$ cat src/rtl/mips_pkg.sv
// Shared opcode constants and control-bundle types for the MIPS ID stage.
// Extended opcodes are only decoded when ID_EXT_OPS_EN is defined.
package mips_pkg;

  localparam logic [5:0] OP_RTYPE = 6'b000000;
  localparam logic [5:0] OP_LW    = 6'b100011;
  localparam logic [5:0] OP_SW    = 6'b101011;
  localparam logic [5:0] OP_BEQ   = 6'b000100;
  localparam logic [5:0] OP_J     = 6'b000010;
  localparam logic [5:0] OP_ADDI  = 6'b001000;
  localparam logic [5:0] OP_ANDI  = 6'b001100;
  localparam logic [5:0] OP_ORI   = 6'b001101;
  localparam logic [5:0] OP_SLTI  = 6'b001010;
  localparam logic [5:0] OP_JAL   = 6'b000011;

  typedef enum logic [1:0] {
    DST_NONE,
    DST_RD,
    DST_RT,
    DST_R31
  } dst_sel_e;

  typedef struct packed {
    logic     reg_write;
    logic     mem_read;
    logic     mem_write;
    logic     branch;
    logic     jump;
    logic     alu_src;
    logic     zext;
    dst_sel_e dst_sel;
  } ctrl_t;

  localparam ctrl_t CTRL_BUBBLE = '0;

  typedef struct packed {
    logic        valid;
    logic [4:0]  rs;
    logic [4:0]  rt;
    logic [4:0]  dst;
    logic [31:0] imm;
    logic [25:0] jaddr;
    logic [5:0]  funct;
    logic        reg_write;
    logic        mem_read;
    logic        mem_write;
    logic        branch;
    logic        jump;
    logic        alu_src;
  } idex_t;

endpackage

$ cat src/rtl/mips_instruction_decode_if.sv
// Signal bundle between IF/ID, the ID stage and the execute stage.
// Extra class flags exist only when ID_EXT_OPS_EN is defined.
interface mips_instruction_decode_if;
  logic [31:0] instruction;
  logic        in_valid;
  logic        stall;
  logic        flush;
  logic [5:0]  opcode;
  logic [4:0]  rs, rt, rd, shamt;
  logic [5:0]  funct;
  logic [15:0] immediate;
  logic [31:0] imm_sext;
  logic [25:0] jump_address;
  logic        is_rtype, is_lw, is_sw, is_beq, is_jump, illegal;
`ifdef ID_EXT_OPS_EN
  logic        is_itype_alu, is_jal;
`endif
  logic        id_valid;
  logic [4:0]  id_rs, id_rt, id_dst;
  logic [31:0] id_imm;
  logic [25:0] id_jaddr;
  logic        id_reg_write, id_mem_read, id_mem_write, id_branch, id_jump, id_alu_src;
  logic [5:0]  id_funct;

  modport slave (
    input  instruction, in_valid, stall, flush,
    output opcode, rs, rt, rd, shamt, funct, immediate, imm_sext, jump_address,
           is_rtype, is_lw, is_sw, is_beq, is_jump, illegal,
`ifdef ID_EXT_OPS_EN
           is_itype_alu, is_jal,
`endif
           id_valid, id_rs, id_rt, id_dst, id_imm, id_jaddr,
           id_reg_write, id_mem_read, id_mem_write, id_branch, id_jump, id_alu_src, id_funct
  );

  modport master (
    output instruction, in_valid, stall, flush,
    input  opcode, rs, rt, rd, shamt, funct, immediate, imm_sext, jump_address,
           is_rtype, is_lw, is_sw, is_beq, is_jump, illegal,
`ifdef ID_EXT_OPS_EN
           is_itype_alu, is_jal,
`endif
           id_valid, id_rs, id_rt, id_dst, id_imm, id_jaddr,
           id_reg_write, id_mem_read, id_mem_write, id_branch, id_jump, id_alu_src, id_funct
  );
endinterface

$ cat src/rtl/id_ctrl_decode.sv
// Combinational opcode -> class flags and control bundle.
// ID_EXT_OPS_EN adds addi/andi/ori/slti/jal decoding.
module id_ctrl_decode
  import mips_pkg::*;
(
  input  logic [5:0] opcode_i,
  output ctrl_t      ctrl_o,
  output logic       is_rtype_o,
  output logic       is_lw_o,
  output logic       is_sw_o,
  output logic       is_beq_o,
  output logic       is_jump_o,
`ifdef ID_EXT_OPS_EN
  output logic       is_itype_alu_o,
  output logic       is_jal_o,
`endif
  output logic       illegal_o
);

  logic ext_hit;

  always_comb begin
    ctrl_o     = CTRL_BUBBLE;
    is_rtype_o = 1'b0;
    is_lw_o    = 1'b0;
    is_sw_o    = 1'b0;
    is_beq_o   = 1'b0;
    is_jump_o  = 1'b0;
    ext_hit    = 1'b0;
`ifdef ID_EXT_OPS_EN
    is_itype_alu_o = 1'b0;
    is_jal_o       = 1'b0;
`endif
    case (opcode_i)
      OP_RTYPE: begin
        is_rtype_o       = 1'b1;
        ctrl_o.reg_write = 1'b1;
        ctrl_o.dst_sel   = DST_RD;
      end
      OP_LW: begin
        is_lw_o          = 1'b1;
        ctrl_o.reg_write = 1'b1;
        ctrl_o.mem_read  = 1'b1;
        ctrl_o.alu_src   = 1'b1;
        ctrl_o.dst_sel   = DST_RT;
      end
      OP_SW: begin
        is_sw_o          = 1'b1;
        ctrl_o.mem_write = 1'b1;
        ctrl_o.alu_src   = 1'b1;
      end
      OP_BEQ: begin
        is_beq_o      = 1'b1;
        ctrl_o.branch = 1'b1;
      end
      OP_J: begin
        is_jump_o   = 1'b1;
        ctrl_o.jump = 1'b1;
      end
`ifdef ID_EXT_OPS_EN
      OP_ADDI, OP_SLTI, OP_ANDI, OP_ORI: begin
        is_itype_alu_o   = 1'b1;
        ext_hit          = 1'b1;
        ctrl_o.reg_write = 1'b1;
        ctrl_o.alu_src   = 1'b1;
        ctrl_o.dst_sel   = DST_RT;
        ctrl_o.zext      = (opcode_i == OP_ANDI) || (opcode_i == OP_ORI);
      end
      OP_JAL: begin
        is_jal_o         = 1'b1;
        ext_hit          = 1'b1;
        ctrl_o.jump      = 1'b1;
        ctrl_o.reg_write = 1'b1;
        ctrl_o.dst_sel   = DST_R31;
      end
`endif
      default: ;
    endcase
    illegal_o = ~(is_rtype_o | is_lw_o | is_sw_o | is_beq_o | is_jump_o | ext_hit);
  end

endmodule

$ cat src/rtl/mips_instruction_decode.sv
// MIPS ID stage: field slicing, class decode and the ID/EX pipeline register.
// ID_EXT_OPS_EN enables the extended I-type ALU and jal opcodes.
module mips_instruction_decode
  import mips_pkg::*;
(
  input  logic                      clk,
  input  logic                      rst_n,
  mips_instruction_decode_if.slave  bus
);

  ctrl_t       ctrl, ctrl_eff;
  logic        illegal, load_valid;
  logic [31:0] imm_ext;
  logic [4:0]  dst;
  idex_t       idex_d, idex_q;

  assign bus.opcode       = bus.instruction[31:26];
  assign bus.rs           = bus.instruction[25:21];
  assign bus.rt           = bus.instruction[20:16];
  assign bus.rd           = bus.instruction[15:11];
  assign bus.shamt        = bus.instruction[10:6];
  assign bus.funct        = bus.instruction[5:0];
  assign bus.immediate    = bus.instruction[15:0];
  assign bus.imm_sext     = {{16{bus.instruction[15]}}, bus.instruction[15:0]};
  assign bus.jump_address = bus.instruction[25:0];
  assign bus.illegal      = illegal;

  id_ctrl_decode u_ctrl (
    .opcode_i       (bus.opcode),
    .ctrl_o         (ctrl),
    .is_rtype_o     (bus.is_rtype),
    .is_lw_o        (bus.is_lw),
    .is_sw_o        (bus.is_sw),
    .is_beq_o       (bus.is_beq),
    .is_jump_o      (bus.is_jump),
`ifdef ID_EXT_OPS_EN
    .is_itype_alu_o (bus.is_itype_alu),
    .is_jal_o       (bus.is_jal),
`endif
    .illegal_o      (illegal)
  );

  // Invalid or illegal words enter ID/EX as bubbles, so gate controls here.
  always_comb begin
    load_valid = bus.in_valid & ~illegal;
    ctrl_eff   = load_valid ? ctrl : CTRL_BUBBLE;
    imm_ext    = ctrl_eff.zext ? {16'h0000, bus.immediate} : bus.imm_sext;
    case (ctrl_eff.dst_sel)
      DST_RD:  dst = bus.rd;
      DST_RT:  dst = bus.rt;
      DST_R31: dst = 5'd31;
      default: dst = '0;
    endcase
  end

  always_comb begin
    idex_d = idex_q;
    if (bus.flush) begin
      idex_d = '0;
    end else if (!bus.stall) begin
      idex_d.valid     = load_valid;
      idex_d.rs        = bus.rs;
      idex_d.rt        = bus.rt;
      idex_d.dst       = dst;
      idex_d.imm       = imm_ext;
      idex_d.jaddr     = bus.jump_address;
      idex_d.funct     = bus.funct;
      idex_d.reg_write = ctrl_eff.reg_write;
      idex_d.mem_read  = ctrl_eff.mem_read;
      idex_d.mem_write = ctrl_eff.mem_write;
      idex_d.branch    = ctrl_eff.branch;
      idex_d.jump      = ctrl_eff.jump;
      idex_d.alu_src   = ctrl_eff.alu_src;
    end
  end

  always_ff @(posedge clk or negedge rst_n) begin
    if (!rst_n) idex_q <= '0;
    else        idex_q <= idex_d;
  end

  assign bus.id_valid     = idex_q.valid;
  assign bus.id_rs        = idex_q.rs;
  assign bus.id_rt        = idex_q.rt;
  assign bus.id_dst       = idex_q.dst;
  assign bus.id_imm       = idex_q.imm;
  assign bus.id_jaddr     = idex_q.jaddr;
  assign bus.id_funct     = idex_q.funct;
  assign bus.id_reg_write = idex_q.reg_write;
  assign bus.id_mem_read  = idex_q.mem_read;
  assign bus.id_mem_write = idex_q.mem_write;
  assign bus.id_branch    = idex_q.branch;
  assign bus.id_jump      = idex_q.jump;
  assign bus.id_alu_src   = idex_q.alu_src;

endmodule

$ cat src/flat_wrapper.sv
// flat-port wrapper written by rule: the top's interface ports become plain ports
module mips_instruction_decode_flat import mips_pkg::*;
  (clk, rst_n, bus_instruction, bus_in_valid, bus_stall, bus_flush, bus_opcode, bus_rs, bus_rt, bus_rd, bus_shamt, bus_funct, bus_immediate, bus_imm_sext, bus_jump_address, bus_is_rtype, bus_is_lw, bus_is_sw, bus_is_beq, bus_is_jump, bus_illegal, bus_id_valid, bus_id_rs, bus_id_rt, bus_id_dst, bus_id_imm, bus_id_jaddr, bus_id_reg_write, bus_id_mem_read, bus_id_mem_write, bus_id_branch, bus_id_jump, bus_id_alu_src, bus_id_funct);
  mips_instruction_decode_if bus_i ();
  input  logic clk;
  input  logic rst_n;
  input wire logic [$bits(bus_i.instruction)-1:0] bus_instruction;
  input wire logic [$bits(bus_i.in_valid)-1:0] bus_in_valid;
  input wire logic [$bits(bus_i.stall)-1:0] bus_stall;
  input wire logic [$bits(bus_i.flush)-1:0] bus_flush;
  output wire logic [$bits(bus_i.opcode)-1:0] bus_opcode;
  output wire logic [$bits(bus_i.rs)-1:0] bus_rs;
  output wire logic [$bits(bus_i.rt)-1:0] bus_rt;
  output wire logic [$bits(bus_i.rd)-1:0] bus_rd;
  output wire logic [$bits(bus_i.shamt)-1:0] bus_shamt;
  output wire logic [$bits(bus_i.funct)-1:0] bus_funct;
  output wire logic [$bits(bus_i.immediate)-1:0] bus_immediate;
  output wire logic [$bits(bus_i.imm_sext)-1:0] bus_imm_sext;
  output wire logic [$bits(bus_i.jump_address)-1:0] bus_jump_address;
  output wire logic [$bits(bus_i.is_rtype)-1:0] bus_is_rtype;
  output wire logic [$bits(bus_i.is_lw)-1:0] bus_is_lw;
  output wire logic [$bits(bus_i.is_sw)-1:0] bus_is_sw;
  output wire logic [$bits(bus_i.is_beq)-1:0] bus_is_beq;
  output wire logic [$bits(bus_i.is_jump)-1:0] bus_is_jump;
  output wire logic [$bits(bus_i.illegal)-1:0] bus_illegal;
  output wire logic [$bits(bus_i.id_valid)-1:0] bus_id_valid;
  output wire logic [$bits(bus_i.id_rs)-1:0] bus_id_rs;
  output wire logic [$bits(bus_i.id_rt)-1:0] bus_id_rt;
  output wire logic [$bits(bus_i.id_dst)-1:0] bus_id_dst;
  output wire logic [$bits(bus_i.id_imm)-1:0] bus_id_imm;
  output wire logic [$bits(bus_i.id_jaddr)-1:0] bus_id_jaddr;
  output wire logic [$bits(bus_i.id_reg_write)-1:0] bus_id_reg_write;
  output wire logic [$bits(bus_i.id_mem_read)-1:0] bus_id_mem_read;
  output wire logic [$bits(bus_i.id_mem_write)-1:0] bus_id_mem_write;
  output wire logic [$bits(bus_i.id_branch)-1:0] bus_id_branch;
  output wire logic [$bits(bus_i.id_jump)-1:0] bus_id_jump;
  output wire logic [$bits(bus_i.id_alu_src)-1:0] bus_id_alu_src;
  output wire logic [$bits(bus_i.id_funct)-1:0] bus_id_funct;
  assign bus_i.instruction = bus_instruction;
  assign bus_i.in_valid = bus_in_valid;
  assign bus_i.stall = bus_stall;
  assign bus_i.flush = bus_flush;
  assign bus_opcode = bus_i.opcode;
  assign bus_rs = bus_i.rs;
  assign bus_rt = bus_i.rt;
  assign bus_rd = bus_i.rd;
  assign bus_shamt = bus_i.shamt;
  assign bus_funct = bus_i.funct;
  assign bus_immediate = bus_i.immediate;
  assign bus_imm_sext = bus_i.imm_sext;
  assign bus_jump_address = bus_i.jump_address;
  assign bus_is_rtype = bus_i.is_rtype;
  assign bus_is_lw = bus_i.is_lw;
  assign bus_is_sw = bus_i.is_sw;
  assign bus_is_beq = bus_i.is_beq;
  assign bus_is_jump = bus_i.is_jump;
  assign bus_illegal = bus_i.illegal;
  assign bus_id_valid = bus_i.id_valid;
  assign bus_id_rs = bus_i.id_rs;
  assign bus_id_rt = bus_i.id_rt;
  assign bus_id_dst = bus_i.id_dst;
  assign bus_id_imm = bus_i.id_imm;
  assign bus_id_jaddr = bus_i.id_jaddr;
  assign bus_id_reg_write = bus_i.id_reg_write;
  assign bus_id_mem_read = bus_i.id_mem_read;
  assign bus_id_mem_write = bus_i.id_mem_write;
  assign bus_id_branch = bus_i.id_branch;
  assign bus_id_jump = bus_i.id_jump;
  assign bus_id_alu_src = bus_i.id_alu_src;
  assign bus_id_funct = bus_i.id_funct;
  mips_instruction_decode u_core (.clk(clk), .rst_n(rst_n), .bus(bus_i));
endmodule
$ cat config.mk
export PLATFORM = sky130hd
export DESIGN_NAME = mips_instruction_decode_flat
export DESIGN_NICKNAME = d
export VERILOG_FILES = /design/src/rtl/mips_pkg.sv /design/src/rtl/mips_instruction_decode_if.sv /design/src/rtl/id_ctrl_decode.sv /design/src/rtl/mips_instruction_decode.sv /design/src/flat_wrapper.sv
export SDC_FILE = /design/constraint.sdc
export NUM_CORES = 1
export LEC_CHECK = 0
export ABC_AREA = 1
export CORE_MARGIN = 2
export CORE_UTILIZATION = 36
export CTS_CLUSTER_DIAMETER = 150
export DETAILED_ROUTE_END_ITERATION = 10
export HOLD_SLACK_MARGIN = 0.05
export PLACE_DENSITY_LB_ADDON = 0.15
export REMOVE_ABC_BUFFERS = 1
export SLEW_MARGIN = 30
export SYNTH_ARGS = -nofsm -noshare
export SYNTH_HDL_FRONTEND = slang
export SYNTH_HIERARCHICAL = 1
export SYNTH_SLANG_ARGS = --single-unit
export TNS_END_PERCENT = 30
$ cat constraint.sdc
create_clock -name clk -period 1.7 [get_ports clk]
set_input_delay 0.34 -clock clk [delete_from_list [all_inputs] [get_ports clk]]
set_output_delay 0.34 -clock clk [all_outputs]
set_load 0.02 [all_outputs]
==> flow_summary.yaml <==
run_status:
  outcome: "complete, no violations"
place:
  dpl.hpwl_mm: 6.513
  dpl_cell_area_um2: 4447
  place_ws_ns: -0.5344
  gp_congestion: 0.7566
  io_buffers: 234
clocking:
  clkTransAtPathRegs_ns: 0.07
  cts_tree: "yes"
  h-tree-depth: 2
  cts_inserted_buffers: 5
  hold_buffers: 0
  cts.sinks: 39
  cts_buffer_depth: 2
  root_buffer: "clkbuf_8"
  clk_latency_ns: 0.28
yosys:
  synth-seq-cells: 39
  yosysTopAreaCell: "buf_4"
  synth_area_um2: 2913
  synth_warnings: 6
  syn_area_per_cell_um2: 8.443
  synthDistinctLibCells: 19
  syn_inst: 345
  synth-seq-area-share_pct: 33.51
  synth_top_area_share_pct: 41.49
  ys_top_cells_by_area: "buf_4, dfrtp_1, nand2_1, a22o_1, inv_1"
layout:
  diodes: 0
  final_nets: 497
  n_fill_cell: 757
  drive_above_1_share_pct: 15.00
  finalInstanceArea_um2: 4447
  area_delta_synth_final_pct: 52.66
timing:
  setup_ws_ns: 0.02242
  period_minus_slack_ns: 1.678
  slew_headroom_pct: 54.60
  drv_slew: 0
  rsz0062_at_grt: "true"
  finalSetupViolations: 0
  skew_ns: 0
  worst_slew_pin_slew_ns: 0.6800
  tns_ns: 0
  finalCritPeriodShare_pct: 98.68
  timing.final.hold_violations: 0
  fmax_mhz: 596.1
  holdWs_ns: 0.1057
worst_setup_path:
  criticalPathCategory: "input pin to primary output"
  path_max_fanout: 22
  max_stage_delay_ns: 0.50
  reg2reg_depth: 1
  regToRegStartpoint: "u_core/bus.id_imm[2]"
  cp_cell_sequence: "clkdlybuf4s50_1 > buf_12 > dlygate4sd2_1"
  slowest_stage: "clkdlybuf4s50_1"
  crit_arrival_ns: 1.34
  end_kind: "primary output"
  regToRegSetupSlack_ns: 0.96
  r2r_end: "u_core/bus.id_imm[2]"
  startpoint_type: "input pin"
  required_ns: 1.36
floorplanning:
  die_x_um: 93.95
  dieHeight_um: 93.95
  initial_core_util_pct: 37.50
  placementRows: 32
  io_pins: 235
  coreArea_um2: 7767
  die-area_um2: 8827
routing:
  wl_per_cell_um: 14.45
  wl_mm: 8.123
  vias: 2361
  antenna_left: 0
  drc: 0
  drt_iter0_markers: 51
  first_pass_iters: 4
  vias_per_cell: 4.201
global_route:
  grtUsageTotal_pct: 17.28
  grt_pass1_vias: 2158
  overflow: 0
  grt_pass1_wl_mm: 11.95
  grt_max_degree: 40
  antenna_found_initial: 0
power:
  leakagePower_nw: 2.437
  p_total_mw: 2.686
  p_per_area_nw_per_um2: 604.0
  ir_drop_mv: 0.3791
min_path:
  worstHoldPathType: "input pin to async pin"
job:
  maxCapViolations: 0
[metal layers]
metal,global-route usage [%],vias up,wire (µm)
met1,21.41,1099,3229
met3,3.612,8,577
li1,-,1154,-
met5,0,-,0
met4,3.623,0,55
met2,30.89,100,4262
[cells by family after synthesis]
logic type,count (synthesis),synth area share (%)
buffers and inverters,188,45.58
AND/OR/NAND/NOR,85,12.59
flip-flops,39,33.51
AO/OA/AOI/OAI,32,8.204
other,1,0.1287
[layout by cell type, fill, tap and decap left out]
cell type and count:
a21oi_1 3, a22o_1 20, buf_12 2, buf_2 3, buf_4 41, bufinv_16 1
clkbuf_1 1, clkbuf_8 5, clkdlybuf4s15_1 4, clkdlybuf4s50_1 95, conb_1 1, dfrtp_1 39
dlygate4sd2_1 118, dlymetal6s2s_1 10, inv_1 21, inv_2 2, nand2_1 54, nand2_2 3
nand3_1 9, nand3_2 1, nand4_1 2, nor2_1 6, nor2_2 5, nor2_4 5
o21ai_0 8, o21ai_2 1
[critical path: cells and delay by family]
| family | cells | cell delay [ns] |
|---|---|---|
| buffers and inverters | 3 | 0.99 |
[sequential cells by signal, indices dropped and copies added (netlist names)]
signal	cells
u_core/bus.id_imm	17
u_core/bus.id_mem_write	1
u_core/bus.id_rt	4
u_core/bus.id_dst	5
u_core/bus.id_rs	5
u_core/bus.id_reg_write	1
u_core/bus.id_valid	1
u_core/bus.id_jump	1
u_core/bus.id_jaddr	1
u_core/bus.id_mem_read	1
u_core/bus.id_alu_src	1
u_core/bus.id_branch	1
[power breakdown]
group	switching, mW	total, mW	internal, mW
logic	0.538	0.964	0.425
clock network	0.296	0.726	0.430
registers	0.0325	0.996	0.964
total	0.867	2.69	1.82
[worst max path at each step]
stage	from	slack [ns]	endpoint	depth (start not counted)
floorplan	u_core/bus.id_imm[30]	-0.85	bus_id_imm[16]	0
global placement	bus_instruction[29]	-0.50	bus_illegal	6
detailed placement	bus_instruction[31]	-0.53	bus_is_sw	6
CTS	u_core/bus.id_imm[15]	0.002	bus_id_imm[15]	1
global route	bus_instruction[15]	-0.01	bus_jump_address[15]	3
finish	bus_instruction[15]	0.02	bus_imm_sext[29]	3
[timing repair]
| item | in CTS | in global routing |
|---|---|---|
| pin swaps | 3 | 0 |
| resized for setup | 158 | 16 |
| setup buffers | 1 | 0 |
| setup endpoints to repair | 133 | 36 |
[cell type report]
cell class	instances	area [µm²]	share of cell area (%)
well taps	102	127.6	2.870
repair buffers	273	2512	56.50
clock inverters	1	30.03	0.6753
flip-flops and latches	39	975.9	21.95
inverters	23	86.33	1.941
clock buffers	6	72.57	1.632
multi-input cells	118	641.9	14.43
[per-stage QoR]
stage          utilization, %  instances
4_1_cts                 56.88        562
5_1_grt                 57.25        562
2_1_floorplan               -        180
3_3_place_gp            57.25        554
6_report                57.25        562
3_5_place_dp            57.25        554
[synth_stat cells, drive strengths merged]
cell type  count
nand4          2
nand2         57
buf          165
a22o          20
nand3         10
dfrtp         39
a21oi          3
conb           1
nor2          16
o21ai          9
inv           23
No activity file was read; power rests on OpenSTA's default activity.
